`src/rtl/store_buffer_pkg.sv`:
```
// Shared types for the post-commit store buffer.
// Latency: n/a (types and defaults only).
// Backpressure: n/a.
package store_buffer_pkg;

  localparam int SB_ADDR_W = 32;
  localparam int SB_DATA_W = 32;

  // One buffered store: word address (byte offset bits dropped) and data.
  typedef struct packed {
    logic [SB_ADDR_W-3:0] addr_word;
    logic [SB_DATA_W-1:0] data;
  } sb_entry_t;

  // Drain engine: IDLE leaves the memory port to loads, BUSY owns it.
  typedef enum logic {
    IDLE = 1'b0,
    BUSY = 1'b1
  } drain_state_t;

endpackage

```
`src/rtl/store_buffer_match.sv`:
```
// Age-ordered address search over the buffered stores; youngest match wins.
// Latency: combinational, zero cycles.
// Backpressure: none; pure lookup.
module store_buffer_match #(
  parameter int DEPTH  = 4,
  parameter int WORD_W = 30,
  parameter int DATA_W = 32
) (
  input  logic [DEPTH-1:0]                 i_vld,
  input  logic [DEPTH-1:0][WORD_W-1:0]     i_addr,
  input  logic [DEPTH-1:0][DATA_W-1:0]     i_data,
  input  logic [$clog2(DEPTH)-1:0]         i_tail,
  input  logic [WORD_W-1:0]                i_key,
  output logic                             o_hit,
  output logic [DATA_W-1:0]                o_data
);

  localparam int PTR_W = $clog2(DEPTH);

  logic [PTR_W-1:0] idx;

  // Walk oldest to youngest (tail-DEPTH .. tail-1) so a later match overrides.
  always_comb begin
    o_hit  = 1'b0;
    o_data = '0;
    idx    = '0;
    for (int k = DEPTH; k >= 1; k--) begin
      idx = i_tail - PTR_W'(k);
      if (i_vld[idx] && (i_addr[idx] == i_key)) begin
        o_hit  = 1'b1;
        o_data = i_data[idx];
      end
    end
  end

endmodule

```
`src/rtl/store_buffer.sv`:
```
// Post-commit store buffer: queues stores, drains to memory, forwards to loads.
// Latency: enqueue one cycle; load forwarding combinational; drain starts the cycle after the port frees.
// Backpressure: o_st_ready drops when full; drain write is held until i_mem_ready.
module store_buffer
  import store_buffer_pkg::*;
#(
  parameter int DEPTH  = 4,
  parameter int ADDR_W = SB_ADDR_W,
  parameter int DATA_W = SB_DATA_W
) (
  input  logic                     i_clk,
  input  logic                     i_rst,
  input  logic                     i_st_valid,
  input  logic [ADDR_W-1:0]        i_st_addr,
  input  logic [DATA_W-1:0]        i_st_data,
  output logic                     o_st_ready,
  input  logic                     i_ld_valid,
  input  logic [ADDR_W-1:0]        i_ld_addr,
  output logic                     o_ld_hit,
  output logic [DATA_W-1:0]        o_ld_data,
  output logic                     o_ld_stall,
  output logic                     o_mem_wr_en,
  output logic [ADDR_W-1:0]        o_mem_addr,
  output logic [DATA_W-1:0]        o_mem_wdata,
  input  logic                     i_mem_ready,
  output logic [$clog2(DEPTH):0]   o_count,
  output logic                     o_empty
);

  localparam int PTR_W = $clog2(DEPTH);
  localparam int CNT_W = PTR_W + 1;
  localparam int WORD_W = ADDR_W - 2;
  localparam logic [CNT_W-1:0] FULL_CNT = CNT_W'(DEPTH);

  logic [DEPTH-1:0][WORD_W-1:0] addr_q;
  logic [DEPTH-1:0][DATA_W-1:0] data_q;
  logic [DEPTH-1:0]             vld_q;
  logic [PTR_W-1:0]             head;
  logic [PTR_W-1:0]             tail;
  logic [CNT_W-1:0]             count;

  drain_state_t                 state;
  drain_state_t                 state_nxt;
  logic                         load_reg;
  logic [PTR_W-1:0]             load_idx;
  logic [ADDR_W-1:0]            mem_addr_q;
  logic [DATA_W-1:0]            mem_wdata_q;

  logic                         push;
  logic                         pop;
  logic                         match_hit;
  logic [DATA_W-1:0]            match_data;
  logic                         unused_addr_lsbs;

  assign o_st_ready = (count < FULL_CNT);
  assign push       = i_st_valid && o_st_ready;
  assign pop        = (state == BUSY) && i_mem_ready;

  // Drain decision: loads own the port unless the buffer is full.
  always_comb begin
    state_nxt = state;
    load_reg  = 1'b0;
    load_idx  = head;
    case (state)
      IDLE: begin
        if ((count != '0) && (!i_ld_valid || (count == FULL_CNT))) begin
          state_nxt = BUSY;
          load_reg  = 1'b1;
        end
      end
      BUSY: begin
        if (i_mem_ready) begin
          if ((count == CNT_W'(1)) || i_ld_valid) begin
            state_nxt = IDLE;
          end else begin
            load_reg = 1'b1;
            load_idx = head + PTR_W'(1);
          end
        end
      end
      default: state_nxt = IDLE;
    endcase
  end

  // Drain state register.
  always_ff @(posedge i_clk or posedge i_rst) begin
    if (i_rst) state <= IDLE;
    else       state <= state_nxt;
  end

  // Circular queue storage, pointers and occupancy.
  always_ff @(posedge i_clk or posedge i_rst) begin
    if (i_rst) begin
      addr_q <= '0;
      data_q <= '0;
      vld_q  <= '0;
      head   <= '0;
      tail   <= '0;
      count  <= '0;
    end else begin
      if (push) begin
        addr_q[tail] <= i_st_addr[ADDR_W-1:2];
        data_q[tail] <= i_st_data;
        vld_q[tail]  <= 1'b1;
        tail         <= tail + PTR_W'(1);
      end
      if (pop) begin
        vld_q[head] <= 1'b0;
        head        <= head + PTR_W'(1);
      end
      case ({push, pop})
        2'b10:   count <= count + CNT_W'(1);
        2'b01:   count <= count - CNT_W'(1);
        default: count <= count;
      endcase
    end
  end

  // Registered drain write; held stable while memory stalls, cleared when idle.
  always_ff @(posedge i_clk or posedge i_rst) begin
    if (i_rst) begin
      mem_addr_q  <= '0;
      mem_wdata_q <= '0;
    end else if (load_reg) begin
      mem_addr_q  <= {addr_q[load_idx], 2'b00};
      mem_wdata_q <= data_q[load_idx];
    end else if (state_nxt == IDLE) begin
      mem_addr_q  <= '0;
      mem_wdata_q <= '0;
    end
  end

  store_buffer_match #(
    .DEPTH  (DEPTH),
    .WORD_W (WORD_W),
    .DATA_W (DATA_W)
  ) u_match (
    .i_vld  (vld_q),
    .i_addr (addr_q),
    .i_data (data_q),
    .i_tail (tail),
    .i_key  (i_ld_addr[ADDR_W-1:2]),
    .o_hit  (match_hit),
    .o_data (match_data)
  );

  assign o_ld_hit    = i_ld_valid && match_hit;
  assign o_ld_data   = o_ld_hit ? match_data : '0;
  assign o_mem_wr_en = (state == BUSY);
  assign o_ld_stall  = i_ld_valid && !o_ld_hit && o_mem_wr_en;
  assign o_mem_addr  = mem_addr_q;
  assign o_mem_wdata = mem_wdata_q;
  assign o_count     = count;
  assign o_empty     = (count == '0);

  // Byte-offset bits are irrelevant for full-word accesses.
  assign unused_addr_lsbs = &{1'b0, i_st_addr[1:0], i_ld_addr[1:0]};

endmodule

```
`config.mk`:
```
export PLATFORM = sky130hd
export DESIGN_NAME = store_buffer
export DESIGN_NICKNAME = d
export VERILOG_FILES = /design/src/rtl/store_buffer_pkg.sv /design/src/rtl/store_buffer_match.sv /design/src/rtl/store_buffer.sv
export SDC_FILE = /design/constraint.sdc
export NUM_CORES = 1
export LEC_CHECK = 0
export ABC_AREA = 1
export CORE_MARGIN = 2
export CORE_UTILIZATION = 50
export CTS_CLUSTER_DIAMETER = 60
export DETAILED_ROUTE_END_ITERATION = 8
export PLACE_DENSITY = 0.7
export SYNTH_ARGS = -nofsm -noshare
export SYNTH_HDL_FRONTEND = slang
export SYNTH_HIERARCHICAL = 1
export SYNTH_SLANG_ARGS = --single-unit
```
`constraint.sdc`:
```
create_clock -name i_clk -period 32.3 [get_ports i_clk]
set_clock_uncertainty 0.15 [all_clocks]
set_input_delay 8.075 -clock i_clk [delete_from_list [all_inputs] [get_ports i_clk]]
set_output_delay 8.075 -clock i_clk [all_outputs]
set_load 0.02 [all_outputs]
```
==> flow_summary.toml, run 1 <==
[power_and_ir_drop]
clkPwrFrac_pct = 15.7
power_frac_seq_pct = 25.6
p_switching_mw = 1.587
switching_share_pct = 52.40
vdd_drop_max_mv = 0.1202
p_comb_share_pct = 58.7
leakage_nw = 13.95
total_power_mw = 3.028
power_density_nw_per_um2 = 110.4
intPower_mw = 1.442

[floorplanning]
initial_utilization_pct = 50.73
std_cell_rows = 80
io_pins = 205
die_h_um = 224.3
die_x_um = 224.3
die_area_um2 = 50330
coreArea_um2 = 47850

[timing]
finalMaxSlewViolations = 0
worst_pin_slew_ps = 1094
period_share_pct = 62.42
worst_hold_slack_ps = 325.2
slew_headroom_pct = 27.04
hold_violations = 0
finalCriticalPeriod_ps = 20160
setup_viol = 0
fmax_ghz = 0.04960
fin_ws_ps = 12140
finalSetupTns_ps = 0
rsz0062_at_grt = "false"

[route]
via_count = 26059
viasPerCell = 5.614
wirelength_um = 84550
drtIter0Drc = 2561
first_pass_iters = 6
remaining_drc_errors = 0
ant_nets = 0
wl_per_cell_um = 18.21

[place]
port_buffers = 198
dp_hpwl_um = 53200
gp_congestion = 1.056
pre_cts_ws_ps = 12260

[synth]
ys.flop_type = "dfrtp_1"
avgSynthCellArea_um2 = 6.079
async_flop_share_pct = 100.0
ys_ff_latch = 322
synth_cell_types = 32
synth_edf_count = 0
yosys_warnings = 6
ys_seq_area_share_pct = 33.19
syn-instance-count = 3993
syn_area_um2 = 24270

[critical_path]
critical-path-slowest-cell = "clkdlybuf4s50_1"
slowest_delay_ps = 660
path_max_fanout = 33
critPathArrivalTime_ps = 11940
path_cells = "clkdlybuf4s50_1 > inv_1 > nand3_1 > nand3_1 > nor2_1 > nand2_1 > inv_1 > nand2_1 > nor2_2 > buf_4 > nand2_2 > buf_4 > nand4_1 > nand2_1 > buf_4 > nor2_1 > clkdlybuf4s50_1"
critPathRequiredTime_ps = 24080
worst-setup-path-type = "in -> out"
critPathLaunchType = "primary input"
end_kind = "primary output"

[global_route]
antenna_found_initial = 1
grt_usage_pct = 33.53
grt_pass1_wl_um = 132500
grt_pass1_vias = 23715
grt_overflow = 0
grt_max_degree = 238

[cts]
insertion_delay_ps = 570
cts_tree = "built"
cts_max_path_buffers = 3
cts_root_buf = "clkbuf_16"
cts_setup_buffers = 0
cts_sinks = 322
cts_hold_buf = 0
ctsResizeCount = 0
cts_inserted_buffers = 41
clk_pin_slew_ps = 50
cts_max_level = 2

[layout]
fillers = 4835
drive_gt1_share_pct = 3.154
area_growth_pct = 13.02
nets = 4112

[outcome]
status = "complete, no violations"

[run]
cap_violations = 0

[hold_path]
min_path_type = "reg -> reg"
[critical path: cells and delay by family]
kind                   cells  cell delay [ps]
and+or+nand+nor           10             1260
buffers and inverters      7             2510
[metrics by stage]
| step | util [%] | cell area (um^2) | std cells |
|---|---|---|---|
| 2_1_floorplan | - | 24280 | 3994 |
| 3_3_place_gp | 54.46 | 26060 | 4570 |
| 3_5_place_dp | 54.46 | 26060 | 4570 |
| 4_1_cts | 57.34 | 27430 | 4641 |
| 5_1_grt | 57.34 | 27440 | 4642 |
| 6_report | 57.34 | 27440 | 4642 |
[area by class of cell]
| class | instances | area (um^2) | share of cell area (%) |
|---|---|---|---|
| Timing Repair Buffer | 227 | 2225 | 8.109 |
| Multi-Input combinational cell | 3087 | 13790 | 50.26 |
| Inverter | 319 | 1210 | 4.410 |
| Sequential cell | 322 | 8063 | 29.39 |
| Tap cell | 615 | 769.5 | 2.805 |
| Antenna cell | 1 | 2.502 | 0.009121 |
| Clock buffer | 60 | 1210 | 4.410 |
| Clock inverter | 11 | 167.7 | 0.6111 |
[cell usage after synthesis, drive strengths merged, types with 2 or more instances]
master	n	area (um^2)
inv	318	1194
nand2	1778	6701
nor2	85	329.1
o211ai	64	480.5
ha	13	162.7
clkbuf	96	360.4
nor3	6	30.03
or2	5	31.28
buf	170	950.9
xnor2	2	17.52
mux2i	32	320.3
a21oi	10	50.05
dfrtp	322	8058
nand4	20	125.1
o21ai	509	2547
nand3	531	2658
o22ai	2	12.51
xor2	23	201.4
a22oi	2	15.01
[flip-flops by register name, summed over array words and instances, names as in the netlist, 2 cells and up]
register	flops
head	2
o_count	3
o_mem_wdata	32
addr_q	120
data_q	128
o_mem_addr	30
vld_q	4
tail	2
[worst paths after layout]
check | start | end | slack (ps) | cells past startpoint
max in group asynchronous | i_rst | data_q[12] | 22080 | 4
min in group asynchronous | i_rst | o_count[1] | 7900 | 2
hold / removal | o_mem_wdata[4] | o_mem_wdata[4] | 330 | 2
setup / recovery | i_ld_addr[22] | o_ld_data[2] | 12140 | 17
setup reg to reg | tail[1] | data_q[36] | 28830 | 6
hold reg to reg | o_mem_wdata[4] | o_mem_wdata[4] | 330 | 2
[cell usage in the layout (no fill, tap or decap), types with 6 or more instances in the layout]
cell type	n
clkbuf_1	10
nand3_1	531
o211ai_1	64
nand4_1	20
inv_1	310
o21ai_1	24
dfrtp_1	320
nor2_1	80
nor3_1	6
clkbuf_8	7
o21ai_0	485
clkdlybuf4s50_1	198
nand2_2	8
nand2_1	1761
buf_4	27
mux2i_1	32
nand2_4	8
a21oi_1	10
ha_1	13
xor2_1	23
clkbuf_16	43
[kinds of logic after synthesis]
kind of cell | after synthesis | synth area share (%)
muxes | 32 | 1.320
adders and majority gates | 13 | 0.6701
AOI/OAI and AO/OA | 590 | 12.89
and+or+nand+nor | 2425 | 40.68
other | 1 | 0.01545
DFF | 322 | 33.19
xor gates and xnor gates | 25 | 0.9020
buffers and inverters | 585 | 10.33
[power groups by stage]
stage	Sequential (mW)	Combinational [mW]	Clock, mW
2_1_floorplan	0.747	1.30	0
3_3_place_gp	0.774	1.71	0
3_5_place_dp	0.776	1.74	0
4_1_cts	0.772	1.75	0.481
5_1_grt	0.804	2.00	0.498
6_report	0.776	1.78	0.474
[layer usage]
| layer | GRT usage [%] | share of wire, % | routed length, um |
|---|---|---|---|
| met5 | 0 | 0 | 0 |
| met4 | 13.74 | 3.6 | 3083 |
| met3 | 5.395 | 8.7 | 7342 |
| met2 | 51.21 | 44 | 37110 |
| met1 | 47.38 | 44 | 37010 |
No activity file was read; power rests on OpenSTA's default activity.
==> run 2, diff against run 1 <==
- PLACE_DENSITY: 0.7 -> 0.73
- clock period: 32.3 -> 18.4 ns (I/O delays scaled with it)
==> flow_summary.toml, run 2 (same netlist as run 1, synthesis figures left out) <==
[outcome]
status = "complete, no violations"

[floorplanning]
io_pins = 205
coreArea_um2 = 47850
initial_utilization_pct = 50.73
std_cell_rows = 80
die_x_um = 224.3
die_h_um = 224.3
die_area_um2 = 50330

[timing]
finalSetupTns_ps = 0
finalCriticalPeriod_ps = 13310
worst_hold_slack_ps = 326.3
fmax_ghz = 0.07512
slew_headroom_pct = 21.72
worst_pin_slew_ps = 1174
period_share_pct = 72.34
hold_violations = 0
setup_viol = 0
finalMaxSlewViolations = 0
rsz0062_at_grt = "false"

[critical_path]
critical-path-slowest-cell = "inv_2"
reg2reg_from = "tail[0]"
rr_worst_depth = 7
cp_num_buf_inv = 5
path_cells = "clkdlybuf4s50_1 > inv_1 > o211ai_1 > nand2_1 > nor2_1 > nand4_1 > nor2_1 > nand2_2 > inv_2 > nand2_1 > nand2_1 > inv_1 > nor2_1 > clkdlybuf4s50_1"
setup.worst_path.start = "i_ld_addr[27]"
slowest_delay_ps = 820
worst-setup-path-type = "in -> out"
end_kind = "primary output"
critPathTopFamily = "buffers and inverters"
path_max_fanout = 34
critPathLaunchType = "primary input"
timing.rr.end = "data_q[106]"
crit_end = "o_ld_data[31]"
critPathRequiredTime_ps = 13650
r2r_slack_ps = 14160
critPathArrivalTime_ps = 8560
path_depth = 14

[global_route]
antenna_found_initial = 4
grt_pass1_wl_um = 128700
grt_max_degree = 142
grt_overflow = 0
grt_usage_pct = 32.40
grt_pass1_vias = 23281

[route]
viasPerCell = 5.628
drtIter0Drc = 2757
ant_nets = 0
via_count = 26168
remaining_drc_errors = 0
wl_per_cell_um = 17.74
wirelength_um = 82480
first_pass_iters = 6

[layout]
top_register = "data_q"
stdcell_count = 4650
multi_input_area_um2 = 13780
nets = 4114
layout_commonest_cell = "nand2_1"
ff_latch_area_um2 = 8063
drive_gt1_share_pct = 3.299
area_growth_pct = 13.20
utilization_pct = 57.43
fin_area_um2 = 27480
fillers = 4783
layout_common_cells = "1,762 x nand2_1, 531 x nand3_1, 485 x o21ai_0"
largest_reg_flops = 128

[cts]
cts_inserted_buffers = 42
cts_hold_buf = 0
cts_setup_buffers = 0
cts_max_level = 2
insertion_delay_ps = 590
ctsResizeCount = 0
cts_sinks = 322
cts_max_path_buffers = 3
cts_tree = "built"
clk_pin_slew_ps = 50
cts_root_buf = "clkbuf_16"

[hold_path]
min_path_type = "reg -> reg"

[place]
gp_congestion = 1.014
dp_cells = 4571
port_buffers = 198
dp_hpwl_um = 53030
placed_area_um2 = 26030

[power_and_ir_drop]
leakage_nw = 13.98
vdd_drop_max_mv = 0.1734
power_density_nw_per_um2 = 193.5

[run]
cap_violations = 0
[run 2: changes by cell type in the layout (fill, tap and decap cells not counted), sizes merged]
cell / before / now
clkinv: 5 / 6
diode: 1 / 4
clkbuf: 60 / 59
inv: 320 / 324
buf: 29 / 30
[run 2: per-stage QoR]
step / power (mW) / setup WS [ps]
after global routing: 5.768 / 4849
final: 5.318 / 5089
after CTS: 5.254 / 5176
after detailed placement: 4.374 / 5203
after global placement: 4.324 / 5152
after floorplan: 3.594 / 4737
[run 2: layer usage]
metal | vias up | share of wire [%] | GRT usage [%]
met4 | 2 | 2.9 | 10.38
li1 | 12790 | - | -
met1 | 12040 | 44 | 45.92
met2 | 1167 | 43 | 49.59
met3 | 169 | 10 | 6.728
met5 | - | 0.016 | 0
[run 2: how the worst min path moves through the flow]
stage                                from         endpoint  slack (ps)  cells after the start
final                      o_mem_wdata[5]   o_mem_wdata[5]         330                      2
after global routing       o_mem_addr[16]   o_mem_addr[16]         340                      2
after CTS                 o_mem_wdata[12]  o_mem_wdata[12]         330                      2
after detailed placement  o_mem_wdata[12]  o_mem_wdata[12]         310                      2
after global placement      o_mem_addr[8]    o_mem_addr[8]         310                      2
after floorplan               addr_q[102]      addr_q[102]         320                      2
[run 2: worst min-delay path, cell delays in order (launching register included)]
cell and delay, ps:
dfrtp_1 340, nand2_1 50, nand2_1 50
[run 2: cell type report]
type | instances | share of cell area [%]
Multi-Input combinational cell | 3087 | 50.14
Sequential cell | 322 | 29.34
Timing Repair Buffer | 228 | 8.032
Clock buffer | 59 | 4.426
Inverter | 319 | 4.403
Tap cell | 615 | 2.800
Clock inverter | 16 | 0.8241
Antenna cell | 4 | 0.03643
[run 2: report_power, final]
part | switching [mW] | internal, mW
Clock | 0.342 | 0.521
Combinational | 2.10 | 0.990
Sequential | 0.337 | 1.02
